## src/rtl/mode_ctrl_if.sv

```systemverilog
// mode_ctrl_if
// Bundles the transport/mode controller's button levels, datapath addresses
// and mode outputs into one port.
//   master : button levels and adc/dac addresses in, mode outputs observed
//   slave  : the controller itself (reads buttons/addresses, drives modes)
// Signals:
//   play_btn, record_btn, stop_btn     debounced transport button levels
//   spd_up_btn, spd_dn_btn, interp_btn debounced speed/interpolation levels
//   rec_addr, play_addr                current adc write / dac read address
//   play, record                       datapath enables
//   slow, fast, slowmethod             dac speed controls
//   rec_len                            number of valid recorded words
//   state_o                            00 IDLE, 01 RECORD, 10 PLAY, 11 PAUSE
interface mode_ctrl_if #(
  parameter int AW = 18
);
  logic          play_btn;
  logic          record_btn;
  logic          stop_btn;
  logic          spd_up_btn;
  logic          spd_dn_btn;
  logic          interp_btn;
  logic [AW-1:0] rec_addr;
  logic [AW-1:0] play_addr;
  logic          play;
  logic          record;
  logic [3:0]    slow;
  logic [3:0]    fast;
  logic          slowmethod;
  logic [AW-1:0] rec_len;
  logic [1:0]    state_o;

  modport master (
    output play_btn, record_btn, stop_btn, spd_up_btn, spd_dn_btn, interp_btn,
    output rec_addr, play_addr,
    input  play, record, slow, fast, slowmethod, rec_len, state_o
  );

  modport slave (
    input  play_btn, record_btn, stop_btn, spd_up_btn, spd_dn_btn, interp_btn,
    input  rec_addr, play_addr,
    output play, record, slow, fast, slowmethod, rec_len, state_o
  );
endinterface

```

## src/rtl/mode_ctrl.sv

```systemverilog
// mode_ctrl
// Transport/mode controller of the recorder. Turns debounced button levels
// into one-cycle events, runs the IDLE/RECORD/PLAY/PAUSE machine, keeps the
// recorded length so playback ends at the last valid word, and derives the
// dac speed controls from a saturating signed speed index.
// Ports:
//   clk    system clock
//   reset  asynchronous, active-high reset
//   bus    mode_ctrl_if.slave: button levels, rec/play addresses in;
//          play, record, slow, fast, slowmethod, rec_len, state_o out
module mode_ctrl #(
  parameter int            AW       = 18,
  parameter logic [AW-1:0] ADDR_MAX = 18'h3FFFF,
  parameter int            MAX_RATE = 8
) (
  input  logic       clk,
  input  logic       reset,
  mode_ctrl_if.slave bus
);

  typedef enum logic [1:0] {
    IDLE   = 2'b00,
    RECORD = 2'b01,
    PLAY   = 2'b10,
    PAUSE  = 2'b11
  } state_t;

  // Length stored when recording runs into the end of memory: one past the
  // last usable word, clamped so it still fits in AW bits.
  localparam logic [AW:0]   ADDR_END = {1'b0, ADDR_MAX} + {{AW{1'b0}}, 1'b1};
  localparam logic [AW-1:0] REC_FULL = ADDR_END[AW] ? {AW{1'b1}} : ADDR_END[AW-1:0];

  localparam logic signed [4:0] SPD_MAX = 5'(MAX_RATE - 1);
  localparam logic signed [4:0] SPD_MIN = -SPD_MAX;

  state_t            state, state_nxt;
  logic [5:0]        btn, btn_prev, ev;
  logic              play_ev, record_ev, stop_ev, spd_up_ev, spd_dn_ev, interp_ev;
  logic              len_load;
  logic [AW-1:0]     len_val;
  logic [AW-1:0]     rec_len_q;
  logic              play_q, record_q;
  logic signed [4:0] spd;
  logic [3:0]        spd_abs, rate;
  logic [3:0]        slow_q, fast_q;
  logic              slowmethod_q;

  assign btn = {bus.interp_btn, bus.spd_dn_btn, bus.spd_up_btn,
                bus.stop_btn, bus.record_btn, bus.play_btn};
  assign ev  = btn & ~btn_prev;

  assign play_ev   = ev[0];
  assign record_ev = ev[1];
  assign stop_ev   = ev[2];
  assign spd_up_ev = ev[3];
  assign spd_dn_ev = ev[4];
  assign interp_ev = ev[5];

  // Rising-edge history. Cleared by reset so a button still held when reset
  // releases counts as a fresh press on the first clock.
  always_ff @(posedge clk or posedge reset) begin
    if (reset) begin
      btn_prev <= '0;
    end else begin
      btn_prev <= btn;
    end
  end

  // Next transport state. Within each state stop wins over record, which
  // wins over play. Leaving RECORD also decides what length gets stored.
  always_comb begin
    state_nxt = state;
    len_load  = 1'b0;
    len_val   = bus.rec_addr;
    case (state)
      IDLE: begin
        if (!stop_ev) begin
          if (record_ev) begin
            state_nxt = RECORD;
          end else if (play_ev && rec_len_q != '0) begin
            state_nxt = PLAY;
          end
        end
      end
      RECORD: begin
        if (stop_ev || record_ev) begin
          state_nxt = IDLE;
          len_load  = 1'b1;
        end else if (bus.rec_addr == ADDR_MAX) begin
          state_nxt = IDLE;
          len_load  = 1'b1;
          len_val   = REC_FULL;
        end
      end
      PLAY: begin
        if (stop_ev) begin
          state_nxt = IDLE;
        end else if (record_ev) begin
          state_nxt = RECORD;
        end else if (play_ev) begin
          state_nxt = PAUSE;
        end else if (bus.play_addr >= rec_len_q) begin
          state_nxt = IDLE;
        end
      end
      PAUSE: begin
        if (stop_ev) begin
          state_nxt = IDLE;
        end else if (record_ev) begin
          state_nxt = RECORD;
        end else if (play_ev) begin
          state_nxt = PLAY;
        end
      end
      default: state_nxt = IDLE;
    endcase
  end

  // State register with enables decoded from the next state, so the enables
  // switch in the same cycle as state_o. rec_len only moves on RECORD exit.
  always_ff @(posedge clk or posedge reset) begin
    if (reset) begin
      state     <= IDLE;
      play_q    <= 1'b0;
      record_q  <= 1'b0;
      rec_len_q <= '0;
    end else begin
      state    <= state_nxt;
      play_q   <= (state_nxt == PLAY);
      record_q <= (state_nxt == RECORD);
      if (len_load) begin
        rec_len_q <= len_val;
      end
    end
  end

  assign spd_abs = spd[4] ? 4'(-spd) : spd[3:0];
  assign rate    = spd_abs + 4'd1;

  // Speed index and its mapping onto slow/fast. Positive index speeds up,
  // negative slows down; simultaneous up and down presses cancel. The
  // mapping is registered from the index, so it trails it by one clock.
  always_ff @(posedge clk or posedge reset) begin
    if (reset) begin
      spd          <= '0;
      slow_q       <= 4'd1;
      fast_q       <= 4'd1;
      slowmethod_q <= 1'b0;
    end else begin
      if (spd_up_ev && !spd_dn_ev && spd != SPD_MAX) begin
        spd <= spd + 5'sd1;
      end else if (spd_dn_ev && !spd_up_ev && spd != SPD_MIN) begin
        spd <= spd - 5'sd1;
      end
      slow_q       <= spd[4] ? rate : 4'd1;
      fast_q       <= (!spd[4] && spd != '0) ? rate : 4'd1;
      slowmethod_q <= slowmethod_q ^ interp_ev;
    end
  end

  assign bus.play       = play_q;
  assign bus.record     = record_q;
  assign bus.slow       = slow_q;
  assign bus.fast       = fast_q;
  assign bus.slowmethod = slowmethod_q;
  assign bus.rec_len    = rec_len_q;
  assign bus.state_o    = state;

endmodule
```

## src/flat_wrapper.sv

```systemverilog
// flat-port wrapper written by rule: the top's interface ports become plain ports
module mode_ctrl_flat 
#(
  parameter int            AW       = 18,
  parameter logic [AW-1:0] ADDR_MAX = 18'h3FFFF,
  parameter int            MAX_RATE = 8
)
  (clk, reset, bus_play_btn, bus_record_btn, bus_stop_btn, bus_spd_up_btn, bus_spd_dn_btn, bus_interp_btn, bus_rec_addr, bus_play_addr, bus_play, bus_record, bus_slow, bus_fast, bus_slowmethod, bus_rec_len, bus_state_o);
  mode_ctrl_if #(.AW(AW)) bus_i ();
  input  logic clk;
  input  logic reset;
  input wire logic [$bits(bus_i.play_btn)-1:0] bus_play_btn;
  input wire logic [$bits(bus_i.record_btn)-1:0] bus_record_btn;
  input wire logic [$bits(bus_i.stop_btn)-1:0] bus_stop_btn;
  input wire logic [$bits(bus_i.spd_up_btn)-1:0] bus_spd_up_btn;
  input wire logic [$bits(bus_i.spd_dn_btn)-1:0] bus_spd_dn_btn;
  input wire logic [$bits(bus_i.interp_btn)-1:0] bus_interp_btn;
  input wire logic [$bits(bus_i.rec_addr)-1:0] bus_rec_addr;
  input wire logic [$bits(bus_i.play_addr)-1:0] bus_play_addr;
  output wire logic [$bits(bus_i.play)-1:0] bus_play;
  output wire logic [$bits(bus_i.record)-1:0] bus_record;
  output wire logic [$bits(bus_i.slow)-1:0] bus_slow;
  output wire logic [$bits(bus_i.fast)-1:0] bus_fast;
  output wire logic [$bits(bus_i.slowmethod)-1:0] bus_slowmethod;
  output wire logic [$bits(bus_i.rec_len)-1:0] bus_rec_len;
  output wire logic [$bits(bus_i.state_o)-1:0] bus_state_o;
  assign bus_i.play_btn = bus_play_btn;
  assign bus_i.record_btn = bus_record_btn;
  assign bus_i.stop_btn = bus_stop_btn;
  assign bus_i.spd_up_btn = bus_spd_up_btn;
  assign bus_i.spd_dn_btn = bus_spd_dn_btn;
  assign bus_i.interp_btn = bus_interp_btn;
  assign bus_i.rec_addr = bus_rec_addr;
  assign bus_i.play_addr = bus_play_addr;
  assign bus_play = bus_i.play;
  assign bus_record = bus_i.record;
  assign bus_slow = bus_i.slow;
  assign bus_fast = bus_i.fast;
  assign bus_slowmethod = bus_i.slowmethod;
  assign bus_rec_len = bus_i.rec_len;
  assign bus_state_o = bus_i.state_o;
  mode_ctrl #(.AW(AW), .ADDR_MAX(ADDR_MAX), .MAX_RATE(MAX_RATE)) u_core (.clk(clk), .reset(reset), .bus(bus_i));
endmodule
```

## config.mk

```make
export PLATFORM = sky130hd
export DESIGN_NAME = mode_ctrl_flat
export DESIGN_NICKNAME = d
export VERILOG_FILES = /design/src/rtl/mode_ctrl_if.sv /design/src/rtl/mode_ctrl.sv /design/src/flat_wrapper.sv
export SDC_FILE = /design/constraint.sdc
export NUM_CORES = 1
export LEC_CHECK = 0
export CELL_PAD_IN_SITES_DETAIL_PLACEMENT = 1
export CELL_PAD_IN_SITES_GLOBAL_PLACEMENT = 2
export CORE_AREA = 2 2 80 82
export CTS_CLUSTER_SIZE = 30
export DETAILED_ROUTE_END_ITERATION = 7
export DIE_AREA = 0 0 82 84
export DONT_BUFFER_PORTS = 1
export HOLD_SLACK_MARGIN = 0.1
export PLACE_DENSITY = 0.82
export SETUP_SLACK_MARGIN = 0.15
export SYNTH_ARGS = -nofsm -noshare
export SYNTH_HDL_FRONTEND = slang
export SYNTH_SLANG_ARGS = --single-unit
```

## constraint.sdc

```tcl
create_clock -name clk -period 5.3 [get_ports clk]
set_input_delay 0.53 -clock clk [delete_from_list [all_inputs] [get_ports clk]]
set_output_delay 0.53 -clock clk [all_outputs]
set_load 0.01 [all_outputs]
```

After elaboration in Yosys (flattened, before gate mapping)
Cells that the tools add are included.
- bits in registers: 42
- bits of input ports: 44
- output and inout bits: 31
- word-level logic and storage cells: 63
- add/sub/neg operators: 4
- order comparisons: 1
- eq/ne operators: 8
- mux-type cells: 24
- bitwise gates (word level): 3
- reduce and logical (&&, ||, !) cells: 14
- operators by type and width (operator ; number):
    18-bit two-way mux ; 3
    2-bit two-way mux ; 12
    18-bit == test (second input constant) ; 1
    18-bit greater-or-equal comparator ; 1
    18-bit nonzero test ; 1
    4-bit two-way mux ; 3
    5-bit two-way mux ; 2
    5-bit by 4-bit != test with 1-bit output (second input constant) ; 2
    2-bit one-hot mux with 4 select lines ; 1
    6-bit bitwise AND ; 1
    2-bit == test (second input constant) ; 3
    1-bit logical AND ; 6
    6-bit NOT ; 1
    5-bit by 2-bit adder with 5-bit output (second input constant) ; 1
    5-bit nonzero test ; 1
    5-bit by 2-bit subtractor with 5-bit output (second input constant) ; 1
    4-bit by 1-bit adder with 4-bit output (second input constant) ; 1
    2-bit by 1-bit == test with 1-bit output (second input constant) ; 2
    4-bit negation ; 1
    1-bit zero test ; 3
    1-bit two-way mux ; 3
    2-bit zero test ; 1
    2-bit nonzero test ; 1
    1-bit logical OR ; 1
    1-bit bitwise XOR ; 1

Longest topological paths before layout
- depth after elaboration: 8
- mapped depth: 8
- depth with buffers taken out: 8

Worst setup path after synthesis
No wires, ideal clock.
- path type: reg-to-reg
- start: register u_core.spd[0]
- end: register u_core.spd[4]
- library setup time: 79 ps
- arrival time: 2144 ps
- data required time: 5221 ps
- setup slack: 3077 ps
- cell stages (with the launch flop): 9
- path buffers: 0
- clock period less this slack: 2223 ps
- cell sequence: dfrtp_1 ha_1 nand4bb_1 nand4_1 fa_1 a21o_1 a21oi_1 mux2i_1 xor2_1
- longest elaborated chain between the ends: 3
- elaborated cells on any way between the ends: 9
- those cells by class: add/sub (2); eq/ne (2); mux (2); reduce/logical (3)
- RTL lines (item ; RTL line ; RTL):
    start: declaration ; mode_ctrl.sv:43 ; logic signed [4:0] spd;
    start signal: assignment ; mode_ctrl.sv:151 ; spd <= spd + 5'sd1;
    start signal: assignment ; mode_ctrl.sv:153 ; spd <= spd - 5'sd1;
    5-bit by 2-bit subtractor with 5-bit output, or another cell as far along ; mode_ctrl.sv:153 ;
    5-bit two-way mux, or another cell as far along ; mode_ctrl.sv:152 ; end else if (spd_dn_ev && !spd_up_ev && spd != SPD_MIN) begin
    5-bit two-way mux or 2-bit nonzero test (tied branches) ; n/a ;
Several ways; a longest one is shown, not always the timed one. The select of a mux whose other input is x is not followed.
A chain may end at the register's enable or synchronous reset.

Worst setup path after layout
Same ends and word-level chain as after synthesis.

==> impl_metrics.env <==
export IMPL_clock_latency_ps=310
export IMPL_syn_avg_cell_area_um2=10.3
export IMPL_vias=1727
export IMPL_grt_remaining_overflow=0
export IMPL_cap_violations=0
export IMPL_skew_ps=5.64
export IMPL_area_growth_pct=7.21
export IMPL_cts_resized=0
export IMPL_nets=308
export IMPL_clock_fmax_mhz=393
export IMPL_fin_crit_ps=2540
export IMPL_hold_depth=0
export IMPL_dpl_worst_slack_ps=2560
export IMPL_antenna_left=0
export IMPL_worstMarginPinSlew_ps=728
export IMPL_ys_top_cells_by_count="dfrtp_1 (40), ha_1 (25), inv_1 (23), nor2_1 (21), mux2i_1 (16)"
export IMPL_dieArea_um2=6890
export IMPL_avgViaCountPerCell=5.47
export IMPL_wl_um=6060
export IMPL_holdPathEnd="u_core.btn_prev[1]"
export IMPL_r2r_slack_ps=2760
export IMPL_design_area_um2=2580
export IMPL_synth_area_leaders="dfrtp_1 (42%), ha_1 (13%), mux2i_1 (6.6%)"
export IMPL_synthSimpleGateAreaFrac_pct=17.3
export IMPL_synthAdderAreaFrac_pct=13.8
export IMPL_ios=75
export IMPL_grt_max_degree=43
export IMPL_drc_errors=0
export IMPL_grt_first_pass_wirelength_um=9760
export IMPL_grt_pass1_vias=1877
export IMPL_cts_tree="built"
export IMPL_clk_pin_slew_ps=90
export IMPL_globalplace_congestion=0.804
export IMPL_rows=29
export IMPL_cts_made_buffers=5
export IMPL_dpl_hpwl_um=4780
export IMPL_coreArea_um2=6100
export IMPL_synth_yosys_seq_area_share_pct=43.7
export IMPL_end_kind="register"
export IMPL_reg2reg_from="u_core.spd[0]"
export IMPL_slew_headroom_pct=51.5
export IMPL_die_x_um=82
export IMPL_rr_worst_depth=8
export IMPL_yosysTopAreaCell="dfrtp_1"
export IMPL_p_per_area_nw_per_um2=568
export IMPL_synth_ff_latch_count=42
export IMPL_netlist_area_leader_share_pct=41.5
export IMPL_layout_setup_ws_ps=2760
export IMPL_start_kind="register"
export IMPL_r2r_end="u_core.spd[4]"
export IMPL_async_reset_ff_share_pct=100
export IMPL_clkSinkCount=42
export IMPL_synth_area_um2=2410
export IMPL_yosysUniqueCellTypes=39
export IMPL_clock_path_buffers=2
export IMPL_worstHoldStart="bus_record_btn"
export IMPL_cts_setup_buffers=0
export IMPL_cts_root_buf="clkbuf_8"
export IMPL_drive_gt1_share_pct=7.95
export IMPL_status="completed"
export IMPL_syn_nets=305
export IMPL_ys_warnings_count=0
export IMPL_routedWlPerCell_um=19.2
export IMPL_start_util_pct=39.6
export IMPL_slew_viol_final=0
export IMPL_cts_hold_fix_buffers=0
export IMPL_rsz0062_at_grt="no"
export IMPL_drtIter0Drc=73
export IMPL_synthFlopType="dfrtp_1"
export IMPL_synth_compound_area_share_pct=7.94
export IMPL_io_buffers=0
export IMPL_path_class="register to register"
export IMPL_whs_ps=241
export IMPL_cp_arrival_ps=2770
export IMPL_yosysMostFrequentCell="dfrtp_1"
export IMPL_dpl_cell_area_um2=2480
export IMPL_crit_required_ps=5530
export IMPL_synth_xor_area_share_pct=3.27
export IMPL_setup_tns_final_ps=0
export IMPL_antenna_found_initial=0
export IMPL_setup_viol=0
export IMPL_grt_usage_pct=18.8
export IMPL_p_leak_uw=0.00119
export IMPL_peakVddDrop_v=0.000231
export IMPL_hp_class="primary input to register"
export IMPL_synth_top_family_by_area="simple AND/OR/NAND/NOR gates"
export IMPL_netlist_instances=235
export IMPL_synth_enable_flop_cells=0
export IMPL_htreeDepth=2
export IMPL_num_antenna_cells=0
export IMPL_die_y_um=84
export IMPL_finalHoldViolCount=0
export IMPL_muxShareOfSynthArea_pct=8.51
export IMPL_dr_pass1_iters=6
export IMPL_crit_fanout=11
export IMPL_finalCritPeriodShare_pct=48.0
kinds of logic after synthesis:
kind of cell               Yosys count
muxes                               20
DFF                                 42
xor gates and xnor gates             9
and+or+nand+nor                     78
AOI/OAI and AO/OA                   31
adders and majority gates           26
buffers and inverters               29
state kept, by name, summed over array words and instances, names as in the netlist:
name,flops
u_core.bus.record,1
u_core.bus.play,1
u_core.bus.slow,4
u_core.bus.state_o,2
u_core.btn_prev,6
u_core.bus.slowmethod,1
u_core.bus.rec_len,18
u_core.spd,5
u_core.bus.fast,4
stage by stage:
stage	cells	util (%)	power, uW
floorplan	235	-	1060
global placement	308	40.6	1190
detailed placement	308	40.6	1230
CTS	316	42.4	1490
global route	316	42.4	1610
finish	316	42.4	1470
power by group:
part           switching (uW)  internal, uW  total, uW
Clock                     120           139        259
Sequential                214           457        671
Combinational             284           254        538
Total                     618           850       1470
how the worst max path moves through the flow:
stage / startpoint / endpoint / slack [ps] / cells after the start
floorplan: u_core.spd[0] / u_core.spd[4] / 3080 / 8
global placement: bus_rec_addr[8] / u_core.bus.rec_len[16] / 2610 / 6
detailed placement: bus_rec_addr[8] / u_core.bus.rec_len[17] / 2560 / 6
CTS: u_core.spd[0] / u_core.spd[4] / 2740 / 8
global route: u_core.spd[0] / u_core.spd[4] / 2520 / 8
finish: u_core.spd[0] / u_core.spd[4] / 2760 / 8
layout make-up:
type / instances / area [um2]
clock buffer: 5 / 68.8
clock inverter: 3 / 40.0
fill: 704 / 3510
inverter: 23 / 86.3
multi-input combinational: 164 / 1220
sequential: 42 / 1050
tap: 77 / 96.3
timing repair buffer: 2 / 15.0
worst max-delay path, cell delays in order (launching register included):
cell and delay, ps:
dfrtp_1 530, ha_1 270, nand4bb_1 100, nand4_1 290, fa_1 510, a21o_1 180
a21oi_1 180, mux2i_1 240, xor2_1 160
cells in the final DEF (no fill, tap or decap), types with 3 or more instances in the layout:
| master | count |
|---|---|
| nand2_1 | 12 |
| clkbuf_8 | 5 |
| a21oi_1 | 12 |
| xor2_1 | 4 |
| nor3_1 | 3 |
| nand2b_1 | 10 |
| a21o_1 | 3 |
| ha_1 | 25 |
| inv_1 | 23 |
| and2_1 | 5 |
| dfrtp_1 | 40 |
| nand4_1 | 8 |
| nor4_1 | 6 |
| mux2_2 | 4 |
| xnor2_1 | 5 |
| nand3_1 | 3 |
| nor2_1 | 21 |
| o21ai_0 | 6 |
| mux2i_1 | 16 |
| o211ai_1 | 4 |
layer usage:
layer / GRT usage, % / wire (um) / part of all wire [%] / vias up
li1: - / - / - / 814
met3: 7.03 / 531 / 8.8 / 5
met2: 29.9 / 2940 / 48 / 47
met1: 23.6 / 2510 / 41 / 861
met5: 0 / 0 / 0 / -
met4: 5.45 / 80 / 1.3 / 0
No activity file was read; power rests on OpenSTA's default activity.
